<file path="src/rtl/lut_access_sched.sv">
// Arbitrates one lookup-table operation per cycle between NREQ lookup engines (round-robin) and the host.
// Optional LUT_INIT_CLEAR_EN: after reset, walks the table writing zero before granting anything.
`ifndef PORT_NUM
`define PORT_NUM 4
`endif

module lut_access_sched #(
  parameter int NREQ     = 4,
  parameter int AW       = 8,
  parameter int DW       = `PORT_NUM + 28,
  parameter int HOST_MAX = 4,
  localparam int IDW     = (NREQ > 1) ? $clog2(NREQ) : 1,
  localparam int SW      = $clog2(HOST_MAX + 1)
) (
  input  logic                 clk,
  input  logic                 rst_n,
  input  logic [NREQ-1:0]      req_valid,
  input  logic [NREQ*24-1:0]   req_addr,
  output logic [NREQ-1:0]      req_ready,
  output logic                 rsp_valid,
  output logic [IDW-1:0]       rsp_id,
  output logic [DW-1:0]        rsp_data,
  output logic                 rsp_oor,
  input  logic                 host_wr,
  input  logic                 host_rd,
  input  logic [23:0]          host_addr,
  input  logic [DW-1:0]        host_wdata,
  output logic                 host_ack,
  output logic [DW-1:0]        host_rdata,
  output logic                 init_done,
  output logic                 tbl_host_wren,
  output logic [23:0]          tbl_host_addr,
  output logic [DW-1:0]        tbl_host_wdata,
  input  logic [DW-1:0]        tbl_host_rdata,
  output logic                 tbl_fwd_rden,
  output logic [23:0]          tbl_fwd_addr,
  input  logic [DW-1:0]        tbl_fwd_rdata
);

  logic           init_wr;
  logic [AW-1:0]  init_addr;

`ifdef LUT_INIT_CLEAR_EN
  typedef enum logic {ST_INIT, ST_RUN} state_t;
  state_t         state_q;
  logic [AW-1:0]  init_addr_q;
  logic           init_done_q;

  always_ff @(posedge clk or negedge rst_n) begin
    if (!rst_n) begin
      state_q     <= ST_INIT;
      init_addr_q <= '0;
      init_done_q <= 1'b0;
    end else begin
      case (state_q)
        ST_INIT: begin
          init_addr_q <= init_addr_q + 1'b1;
          if (init_addr_q == '1) begin
            state_q     <= ST_RUN;
            init_done_q <= 1'b1;
          end
        end
        default: state_q <= ST_RUN;
      endcase
    end
  end

  assign init_done = init_done_q;
  assign init_wr   = rst_n & (state_q == ST_INIT);
  assign init_addr = init_addr_q;
`else
  assign init_done = 1'b1;
  assign init_wr   = 1'b0;
  assign init_addr = '0;
`endif

  logic [IDW-1:0] ptr_q, ptr_d;
  logic [SW-1:0]  streak_q, streak_d;
  logic           rsp_valid_q, rsp_valid_d;
  logic [IDW-1:0] rsp_id_q, rsp_id_d;
  logic [DW-1:0]  rsp_data_q, rsp_data_d;
  logic           rsp_oor_q, rsp_oor_d;
  logic           host_ack_q, host_ack_d;
  logic [DW-1:0]  host_rdata_q, host_rdata_d;

  logic           run, lk_pend, host_pend, host_oor, lk_oor;
  logic           host_slot, lk_slot, gnt_vld;
  logic [IDW-1:0] gnt_idx, cand;
  logic [23:0]    lk_addr;

  // Outputs that face the table and the requesters are forced quiet while reset is held.
  assign run       = init_done & rst_n;
  assign lk_pend   = |req_valid;
  assign host_pend = (host_wr | host_rd) & ~host_ack_q;
  assign host_oor  = |host_addr[23:AW];
  assign host_slot = run & host_pend & (~lk_pend | (streak_q < SW'(HOST_MAX)));
  assign lk_slot   = run & ~host_slot & gnt_vld;

  always_comb begin
    gnt_vld = 1'b0;
    gnt_idx = ptr_q;
    cand    = '0;
    for (int k = 1; k <= NREQ; k++) begin
      cand = IDW'((int'(ptr_q) + k) % NREQ);
      if (!gnt_vld && req_valid[cand]) begin
        gnt_vld = 1'b1;
        gnt_idx = cand;
      end
    end
  end

  assign lk_addr = req_addr[24*gnt_idx +: 24];
  assign lk_oor  = |lk_addr[23:AW];

  always_comb begin
    req_ready = '0;
    if (lk_slot) req_ready[gnt_idx] = 1'b1;
  end

  assign tbl_fwd_rden   = lk_slot & ~lk_oor;
  assign tbl_fwd_addr   = lk_addr;
  assign tbl_host_wren  = init_wr | (host_slot & host_wr & ~host_oor);
  assign tbl_host_addr  = init_wr ? 24'(init_addr) : host_addr;
  assign tbl_host_wdata = (host_slot & host_wr) ? host_wdata : '0;

  always_comb begin
    ptr_d        = lk_slot ? gnt_idx : ptr_q;
    streak_d     = streak_q;
    if (host_slot && lk_pend)
      streak_d = streak_q + 1'b1;
    else if (lk_slot || !lk_pend)
      streak_d = '0;
    rsp_valid_d  = lk_slot;
    rsp_id_d     = lk_slot ? gnt_idx : rsp_id_q;
    rsp_oor_d    = lk_slot ? lk_oor : rsp_oor_q;
    rsp_data_d   = rsp_data_q;
    if (lk_slot) rsp_data_d = lk_oor ? '0 : tbl_fwd_rdata;
    host_ack_d   = host_slot;
    host_rdata_d = host_rdata_q;
    if (host_slot && !host_wr) host_rdata_d = host_oor ? '0 : tbl_host_rdata;
  end

  always_ff @(posedge clk or negedge rst_n) begin
    if (!rst_n) begin
      ptr_q        <= IDW'(NREQ - 1);
      streak_q     <= '0;
      rsp_valid_q  <= 1'b0;
      rsp_id_q     <= '0;
      rsp_data_q   <= '0;
      rsp_oor_q    <= 1'b0;
      host_ack_q   <= 1'b0;
      host_rdata_q <= '0;
    end else begin
      ptr_q        <= ptr_d;
      streak_q     <= streak_d;
      rsp_valid_q  <= rsp_valid_d;
      rsp_id_q     <= rsp_id_d;
      rsp_data_q   <= rsp_data_d;
      rsp_oor_q    <= rsp_oor_d;
      host_ack_q   <= host_ack_d;
      host_rdata_q <= host_rdata_d;
    end
  end

  assign rsp_valid  = rsp_valid_q;
  assign rsp_id     = rsp_id_q;
  assign rsp_data   = rsp_data_q;
  assign rsp_oor    = rsp_oor_q;
  assign host_ack   = host_ack_q;
  assign host_rdata = host_rdata_q;

endmodule

</file>
<file path="config.mk">
export PLATFORM = sky130hd
export DESIGN_NAME = lut_access_sched
export DESIGN_NICKNAME = d
export VERILOG_FILES = /design/src/rtl/lut_access_sched.sv
export SDC_FILE = /design/constraint.sdc
export NUM_CORES = 1
export LEC_CHECK = 0
export CORE_AREA = 8 8 143 145
export CTS_BUF_LIST = sky130_fd_sc_hd__clkbuf_4 sky130_fd_sc_hd__clkbuf_8
export DETAILED_ROUTE_END_ITERATION = 10
export DIE_AREA = 0 0 151 153
export PLACE_DENSITY_LB_ADDON = 0.2
export SLEW_MARGIN = 25
export SYNTH_ARGS = -nofsm -noshare
export SYNTH_HDL_FRONTEND = slang
export SYNTH_SLANG_ARGS = --single-unit
</file>
<file path="constraint.sdc">
create_clock -name clk -period 2.9 [get_ports clk]
set_input_delay 0.435 -clock clk [delete_from_list [all_inputs] [get_ports clk]]
set_output_delay 0.435 -clock clk [all_outputs]
set_load 0.02 [all_outputs]
</file>
==> results.md, run 1 <==
- The number of antenna violations at the first check in global routing is 0.
- VDD sags by at most 396.8 uV.
- The type of the most critical hold path is input pin to asynchronous set/reset pin.
- The share of final-layout standard cells stronger than drive strength 1 is 0.2317.
- The run finished, with violations left.
- In this run the static leakage power is 3.970 nW.
- In the final layout, flip-flops and latches occupy 1854 um2.
- The number of buffers between clock root and the deepest sink is 2.
- The final count of hold timing violations is 0.
- Clock tree synthesis inserted a total of 9 buffers.
- After clock tree synthesis, the clock-pin slew on the worst setup and hold paths is 0.09 ns.
- After detailed routing, the average wire length per cell comes to 19.90 um.
- The post-synthesis net count is 609.
- The length in cells of the worst reg-to-reg path is 11.
- The worst setup path is launched from a register.
- The total number of clock tree sinks is 74.
- The worst setup slack for register-to-register paths is -0.15 ns.
- The worst register-to-register path begins at ptr_q[0].
- STA puts the critical path data arrival time at 3.02 ns.
- The number of standard cells after synthesis is 384.
- The type of element capturing the critical path is a primary output.
- Once detail routing completed, the nets flagged for antenna violations numbered 0.
- The number of input and output port buffers inserted is 362.
- For this run, the post-layout net count is 997.
- The chip height is 153 um.
- The detailed-route DRC error count is 0.
- Of the available clock period, the critical path in the final layout requires 1.191.
- Counting both buffers and inverters, the worst setup path holds a total of 3.
- The half-perimeter wire length of the detailed placement result is 16,350 um.
- The cell that appears most often on the critical path is sky130_fd_sc_hd__buf_6.
- The H-tree depth reported by CTS is 3.
- Among all stages on the critical path, the largest delay is contributed by sky130_fd_sc_hd__dfstp_2.
- The relative slew slack is 0.5437.
- The global-route wire length before repair is 29,990 um.
- The repair_antennas step left the layout with diodes totalling 0.
- Power spread over the standard cell area amounts to 535.1 nW/um2.
- Relative to the synthesized area, the layout overhead comes to 107.6%.
- Clock tree synthesis selected as its root buffer the cell sky130_fd_sc_hd__clkbuf_8.
- The first detailed-routing pass took 4 iterations.
- The clock latency of the later-clocked register in the worst-skew pair is 0.34 ns.
- After layout, the minimum clock period comes to 3.454 ns.
- The maximum fanout along the worst path is 6.
- The checks that failed: setup timing.
- The floorplan step defined a die boundary enclosing 23,100 um2.
- Wires add up to 20,120 um.
- The sequential-to-total area share from yosys stat is 0.4538.
- The largest single stage delay on the critical path is 0.59 ns.
- The overflow left after global routing is 0.
- The area taken by multi-input logic gates is 1921 um2.
- The clock skew after layout is 0.01098 ns.
- The worst hold-check slack is 0.2253 ns.
- The die is 151 um wide.
- At the pin with the least slew margin, the transition time is 0.6844 ns.
- Derived from the worst setup path, the maximum achievable clock frequency is 289.5 MHz.
- Setup repair after global routing could not meet its margin everywhere.
- The via total after detailed routing is 4,626.
- The total of fill cells in the finished design is 1,723.
- The number of setup violations in the final report is 51.
- The capturing point of the worst reg2reg path is rsp_data[20].
- The top-level port count is 380.
- For this run, the number of Yosys warnings is 0.
- The netlist uses 41 different library cells.
- The count of final max-slew check failures is 0.
- The worst setup margin is -0.5544 ns.
- In this design, the largest share of critical-path delay is due to simple AND/OR/NAND/NOR gates.
- Summing every instance area after synthesis gives 4086 um2.
- The initial cell density of the core is 0.2237.
- The first routing iteration left 150 violations.
- By startpoint and endpoint, the worst setup path is classified as register to primary output.
- The post-synthesis sequential element count is 74.
- The final total negative setup slack is -7.631 ns.
- Entering global routing, the biggest net connects 76 pins.
- The required time reported for the critical path endpoint is 2.47 ns.
- The core box area is 18,270 um2.
- The average instance area after synthesis is 10.64 um2.
- The number of global-route vias before repair is 5,094.
- Across every metal layer, demand over resource in global routing totals 0.1672.
- The number of core rows is 50.
- The congestion estimate from routability-driven global placement came to 0.8711.
- The max-cap violation count is 0.
- TritonCTS built the clock tree.
- The critical path goes through nand2b_4 > o21ai_2 > a211oi_4 > buf_6 > buf_6 > mux4_2 > nor4_2 > nand3_1 > and3b_2 > buf_6.
- Using the TritonRoute via totals, the vias-per-cell ratio works out to 4.576.
## power breakdown
group          internal [mW]  switching [mW]
clock network          0.404           0.412
logic                   1.51            1.11
registers               1.07          0.0287
total                   2.99            1.55
## cell type report
| type | count | area share |
|---|---|---|
| timing repair buffer | 433 | 0.4949 |
| multi-input combinational | 250 | 0.2264 |
| sequential | 74 | 0.2186 |
| tap | 234 | 0.03452 |
| clock buffer | 9 | 0.01460 |
| clock inverter | 7 | 0.009146 |
| inverter | 4 | 0.001770 |
## metrics by stage
| step | total power, mW | area [um2] | worst slack (ns) | instances | util |
|---|---|---|---|---|---|
| floorplan | 2.198 | 4099 | -0.1883 | 384 | - |
| global placement | 3.287 | 8005 | -1.172 | 963 | 0.4382 |
| detailed placement | 3.313 | 8005 | -1.277 | 963 | 0.4382 |
| CTS | 4.457 | 8471 | -0.5733 | 1002 | 0.4637 |
| global route | 4.773 | 8482 | -0.6959 | 1011 | 0.4643 |
| finish | 4.539 | 8482 | -0.5544 | 1011 | 0.4643 |
## state kept, by name, indices dropped and copies added, names as in the netlist
register,flops
host_rdata,32
rsp_data,32
streak_q,3
ptr_q,2
rsp_id,2
host_ack,1
rsp_oor,1
rsp_valid,1
## per-layer routing
metal	vias up	routed length, um	track usage
met5	-	0	0
met4	0	489	0.05516
met3	29	1851	0.05344
met2	215	10940	0.3182
met1	2252	6836	0.1647
li1	2130	-	-
## cell families (layout without fill, tap and decap cells)
kind of cell,count (synthesis),after routing,synth area share
compound gates,43,43,0.08971
other cells,1,1,0.0009177
buf+inv,60,453,0.09277
simple gates,170,170,0.2082
flops,74,74,0.4538
mux,35,35,0.1516
fa+ha+maj,1,1,0.003061
## worst max-delay path by stage
stage                  from           end  cells past startpoint
2_1_floorplan      ptr_q[0]  tbl_fwd_rden                      7
3_3_place_gp   req_valid[1]  tbl_fwd_rden                     10
3_5_place_dp   req_valid[1]  tbl_fwd_rden                     10
4_1_cts            ptr_q[0]  tbl_fwd_rden                      9
5_1_grt            ptr_q[0]  tbl_fwd_rden                     10
6_report           ptr_q[0]  tbl_fwd_rden                     10
## cells in the mapped netlist
library cell,instances,area share
sky130_fd_sc_hd__a21oi_2,1,0.0021
sky130_fd_sc_hd__a211oi_4,1,0.0049
sky130_fd_sc_hd__and2_1,1,0.0015
sky130_fd_sc_hd__nor3_1,4,0.0049
sky130_fd_sc_hd__buf_6,4,0.011
sky130_fd_sc_hd__and4_1,1,0.0021
sky130_fd_sc_hd__dfrtp_1,72,0.44
sky130_fd_sc_hd__and3b_1,2,0.0043
sky130_fd_sc_hd__nor2_1,11,0.010
sky130_fd_sc_hd__buf_2,2,0.0024
sky130_fd_sc_hd__a22oi_1,1,0.0018
sky130_fd_sc_hd__o21ai_0,1,0.0012
sky130_fd_sc_hd__inv_1,3,0.0028
sky130_fd_sc_hd__mux2_2,1,0.0028
sky130_fd_sc_hd__conb_1,1,0.00092
sky130_fd_sc_hd__and4bb_1,1,0.0031
sky130_fd_sc_hd__clkbuf_1,22,0.020
sky130_fd_sc_hd__nand2b_1,2,0.0031
sky130_fd_sc_hd__ha_1,1,0.0031
sky130_fd_sc_hd__or3_1,1,0.0015
sky130_fd_sc_hd__mux4_2,11,0.061
sky130_fd_sc_hd__a22o_1,32,0.069
sky130_fd_sc_hd__buf_4,25,0.046
sky130_fd_sc_hd__and3_1,34,0.052
sky130_fd_sc_hd__a21oi_1,3,0.0037
sky130_fd_sc_hd__clkinv_1,1,0.00092
sky130_fd_sc_hd__buf_1,1,0.00092
sky130_fd_sc_hd__o21ba_2,1,0.0024
sky130_fd_sc_hd__dfstp_2,2,0.013
sky130_fd_sc_hd__buf_8,1,0.0037
sky130_fd_sc_hd__nand3_1,34,0.042
sky130_fd_sc_hd__o21ai_1,1,0.0012
sky130_fd_sc_hd__a21o_1,2,0.0037
sky130_fd_sc_hd__nor4_1,8,0.012
sky130_fd_sc_hd__buf_12,1,0.0049
sky130_fd_sc_hd__nor2b_1,3,0.0046
sky130_fd_sc_hd__mux4_1,8,0.051
sky130_fd_sc_hd__nor2b_4,1,0.0034
sky130_fd_sc_hd__nand2_1,66,0.061
sky130_fd_sc_hd__mux2i_1,15,0.037
sky130_fd_sc_hd__nor3b_2,1,0.0031
## placed cells by master, fill, tap and decap left out, types with 5 or more instances in the layout
cell type / synthesis / final
sky130_fd_sc_hd__buf_6: 4 / 40
sky130_fd_sc_hd__nand3_1: 34 / 34
sky130_fd_sc_hd__mux2i_1: 15 / 15
sky130_fd_sc_hd__clkdlybuf4s50_1: 0 / 295
sky130_fd_sc_hd__mux4_2: 11 / 19
sky130_fd_sc_hd__buf_12: 1 / 6
sky130_fd_sc_hd__a22o_1: 32 / 32
sky130_fd_sc_hd__buf_2: 2 / 8
sky130_fd_sc_hd__nand2_1: 66 / 66
sky130_fd_sc_hd__buf_8: 1 / 5
sky130_fd_sc_hd__dlygate4sd2_1: 0 / 8
sky130_fd_sc_hd__clkbuf_8: 0 / 9
sky130_fd_sc_hd__dfrtp_1: 72 / 72
sky130_fd_sc_hd__and3_1: 34 / 33
sky130_fd_sc_hd__clkbuf_2: 0 / 23
sky130_fd_sc_hd__buf_4: 25 / 43
sky130_fd_sc_hd__nor2_1: 11 / 11
## timing repair
action	CTS	global route
pin swaps	5	8
setup endpoints to repair	95	79
gates resized for setup	231	74
buffers inserted	19	15
cloned	4	0
hold buffers	0	0
No activity file was read; power rests on OpenSTA's default activity.
==> inputs of run 2 (changes only) <==
CTS_CLUSTER_DIAMETER = 80   (was default)
RECOVER_POWER = 100   (was default)
TNS_END_PERCENT = 1   (was default)
==> run 2 against run 1 <==
  * The run ends with capacitance limit, slew limit, setup timing left
  * Total power down 7.9%
  * Sequential share of layout area increased by 1.1 points
  * Non-clock buffer count decreased by 23
  * Die area stayed put
  * Critical path depth increased by 1
  * Clock skew increased by 0.00071 ns
  * Flip-flop and latch count did not move
  * Setup slack worse by 0.039 ns
  * Wire length is 1.1% lower
  * Final cell count down 2.3%
  * Sequential power is essentially flat
  * Critical endpoint unchanged
  * Largest cell class unchanged
==> results.md, run 2 (synthesis results as in run 1) <==
- The flow ran to the end, but the final reports show violations.
- The checks that failed: capacitance limit, slew limit, setup timing.
- The dominant cell type by count on the critical path is sky130_fd_sc_hd__buf_6.
- Entering global routing, the biggest net connects 46 pins.
- The number of antenna diodes is 0.
- The shortest clock period the worst path allows after layout is 3.493 ns.
- The summed area of non-filler cells in the final layout is 8074 um2.
- The die covers 23,100 um2.
- The max-cap violation count is 1.
- The met3 global-route usage is 0.05403.
- For this run, global-route usage on met2 was measured as 0.3092.
- The count of final max-slew check failures is 32.
- Counting every sink on the clock net gives 74.
- The min-delay analysis places its worst path in the category register to register.
- The area growth from synthesis to layout is 97.58%.
- The number of input and output port buffers inserted is 362.
- The detailed-route vias per instance is 4.520.
- For the worst-skew pair, the clock arrives at the later sink with an insertion delay of 0.35 ns.
- The number of standard cells in the layout, taps in and fillers out is 988.
- The final count of hold timing violations was 0.
- The critical path ends at tbl_fwd_rden.
- The busiest metal layer after global routing is met2.
- The total leakage power is 4.006 nW.
- The number of setup violations in the final report is 89.
- The half-perimeter wire length of the detailed placement result is 16,380 um.
- The total power of the final layout is 4.179 mW.
- The global-route wire length before repair is 29,790 um.
- In the routed design, unresolved DRC markers number 0.
- For this block, the routed nets add up to 19,890 um of wire.
- In this run the core area contains 50 standard-cell rows.
- The type of element capturing the critical path is a primary output.
- For this design the ratio of total power to cell area is 517.6 nW/um2.
- Summing over every cut layer, the via total after detailed routing is 4,466.
- The highest attainable clock frequency is 286.3 MHz.
- In this run the standard cell core region covers 18,270 um2.
- Including well taps, the total number of placed cells is 963.
- The CTS clock-pin slew for the worst setup and hold paths is 0.08 ns.
- The TritonCTS buffer count is 9.
- The die is 153 um tall.
- The critical path is of the input pin to primary output type.
- STA classifies the critical path startpoint as an input pin.
- Once placement finished, the instance area stood at 7998 um2.
- For met1 alone, demand over resource in global routing was 0.1739.
- Tracing the worst setup path back leads to its startpoint at req_valid[3].
- The initial cell density of the core is 0.2237.
- After the first detailed-routing iteration, the DRC count stood at 167.
- The cell at the slowest stage of the critical path is sky130_fd_sc_hd__mux4_2.
- At the pin with the least slew margin, the transition time is 1.703 ns.
- The critical path runs through a total of 11 cells.
- The number of cells on the worst reg-to-reg path is 11.
- The residual antenna-violating net count after detailed routing is 0.
- In the layout the commonest cells are 212 x sky130_fd_sc_hd__clkdlybuf4s50_1, 85 x sky130_fd_sc_hd__dlygate4sd3_1, 72 x sky130_fd_sc_hd__dfrtp_1, 66 x sky130_fd_sc_hd__nand2_1, 36 x sky130_fd_sc_hd__buf_4.
- The weighted congestion reported at the end of routability-driven placement is 0.8412.
- Setup repair after global routing could not meet its margin everywhere.
- The clock skew after layout is 0.01169 ns.
- Pin placement for this block handled 380 I/O pins.
- The worst pin sits at a relative slew slack of -0.1356.
- The arrival time reported for the critical path endpoint is 3.06 ns.
- The delay of the slowest cell on the worst path is 0.53 ns.
- Of the cells placed in the final design, the portion with a size suffix greater than 1 is 0.2003.
- In this run the deepest clock path goes through 2 buffers.
- The worst register-to-register path begins at ptr_q[0].
- In this run the worst path has a maximum fanout of 4.
- In the post-route analysis, the smallest setup slack over all paths is -0.5930 ns.
- Counting the fill cells in the layout gives 1,732.
- The number of antenna violations at the first check in global routing was 1.
- The H-tree generated during clock tree synthesis spans 3 levels.
- The most frequent standard cell in the layout excluding fill and tap cells is sky130_fd_sc_hd__clkdlybuf4s50_1.
- Prior to clock tree synthesis, the placed netlist has a worst setup slack of -1.168 ns.
- The required time reported for the critical path endpoint is 2.47 ns.
- The cell at the root of the clock tree is sky130_fd_sc_hd__clkbuf_8.
- For this run, the detailed router's first-pass iteration total came to 4.
- The signal on the critical path passes through clkdlybuf4s50_1 > nor2b_4 > o21ba_4 > a211oi_4 > buf_6 > buf_6 > mux4_2 > nor4_4 > nand3_1 > and3b_2 > buf_6.
- Dividing the detail-routed wire length by the instance count gives 20.13 um.
- The die is 151 um wide.
- The kind of cell adding the most delay to the critical path is simple AND/OR/NAND/NOR gates.
- The TritonCTS clock tree is yes.
- The overflow left after global routing is 0.
- The total buffers and inverters traversed by the critical path is 4.
- The worst-case IR drop observed on VDD is 335.6 uV.
- The worst register-to-register path ends at rsp_data[17].
- Dividing the final minimum period by the clock period gives 1.204.
- Across every metal layer, demand over resource in global routing totals 0.1669.
- At the end of the flow, the number of nets in the layout was 974.
- The number of global-route vias before repair was 5,023.
- The worst setup slack for register-to-register paths is -0.12 ns.
==> run 2: cell types whose count changed in the layout (fill, tap and decap cells not counted), sizes merged, moves of 4 or more <==
cell           previous run  this run
dlygate4sd3               0        85
clkdlybuf4s50           295       212
buf                     102        81
clkdlybuf4s15             5        11
clkbuf                   32        27
dlygate4sd2               8         4
==> run 2: cell type report <==
class / instances / area, um2 / share of cell area
clock inverters: 6 / 65.06 / 0.008058
inverters: 4 / 15.01 / 0.001860
multi-input cells: 250 / 1876 / 0.2323
clock buffers: 10 / 137.6 / 0.01705
flip-flops and latches: 74 / 1854 / 0.2297
well taps: 234 / 292.8 / 0.03626
repair buffers: 410 / 3834 / 0.4748
==> run 2: worst min-delay path, stage by stage, from the launching register on <==
cell	delay (ns)
sky130_fd_sc_hd__dfrtp_1	0.35
sky130_fd_sc_hd__nand2_1	0.05
sky130_fd_sc_hd__nand2_1	0.05
==> run 2: repair_timing <==
item / in CTS / in global routing
hold endpoints to repair: 0 / 0
pin swaps: 22 / 20
gates cloned: 1 / 0
buffers inserted: 4 / 7
hold buffers: 0 / 0
resized for setup: 200 / 40
endpoints found under the setup margin: 95 / 94
==> run 2: metal layers <==
metal,vias to the layer above,share of wire
li1,2085,-
met1,2156,0.36
met2,201,0.55
met3,22,0.077
met4,2,0.017
met5,-,0.00065
==> run 2: through the flow <==
stage | utilization | setup TNS, ns | hold slack [ns]
3_5_place_dp | 0.4378 | -52.93 | 0.4549
3_3_place_gp | 0.4378 | -48.20 | 0.4514
6_report | 0.4420 | -9.143 | 0.4676
5_1_grt | 0.4420 | -18.17 | 0.4911
2_1_floorplan | - | -2.757 | 0.1394
4_1_cts | 0.4544 | -6.963 | 0.1213
==> run 2: worst min-delay path by stage <==
stage	start	endpoint	slack [ns]	cells after the start
detailed placement	host_rdata[23]	host_rdata[23]	0.45	2
floorplan	rst_n	host_ack	0.14	0
global route	host_rdata[1]	host_rdata[1]	0.49	2
CTS	rst_n	host_rdata[22]	0.12	2
finish	host_rdata[7]	host_rdata[7]	0.47	2
global placement	host_rdata[10]	host_rdata[10]	0.45	2
==> run 2: where the power goes <==
group | switching, mW | total (mW) | leakage [nW] | internal (mW)
logic | 1.04 | 2.25 | 2.89 | 1.21
registers | 0.0277 | 1.10 | 1.01 | 1.07
clock network | 0.403 | 0.826 | 0.103 | 0.423
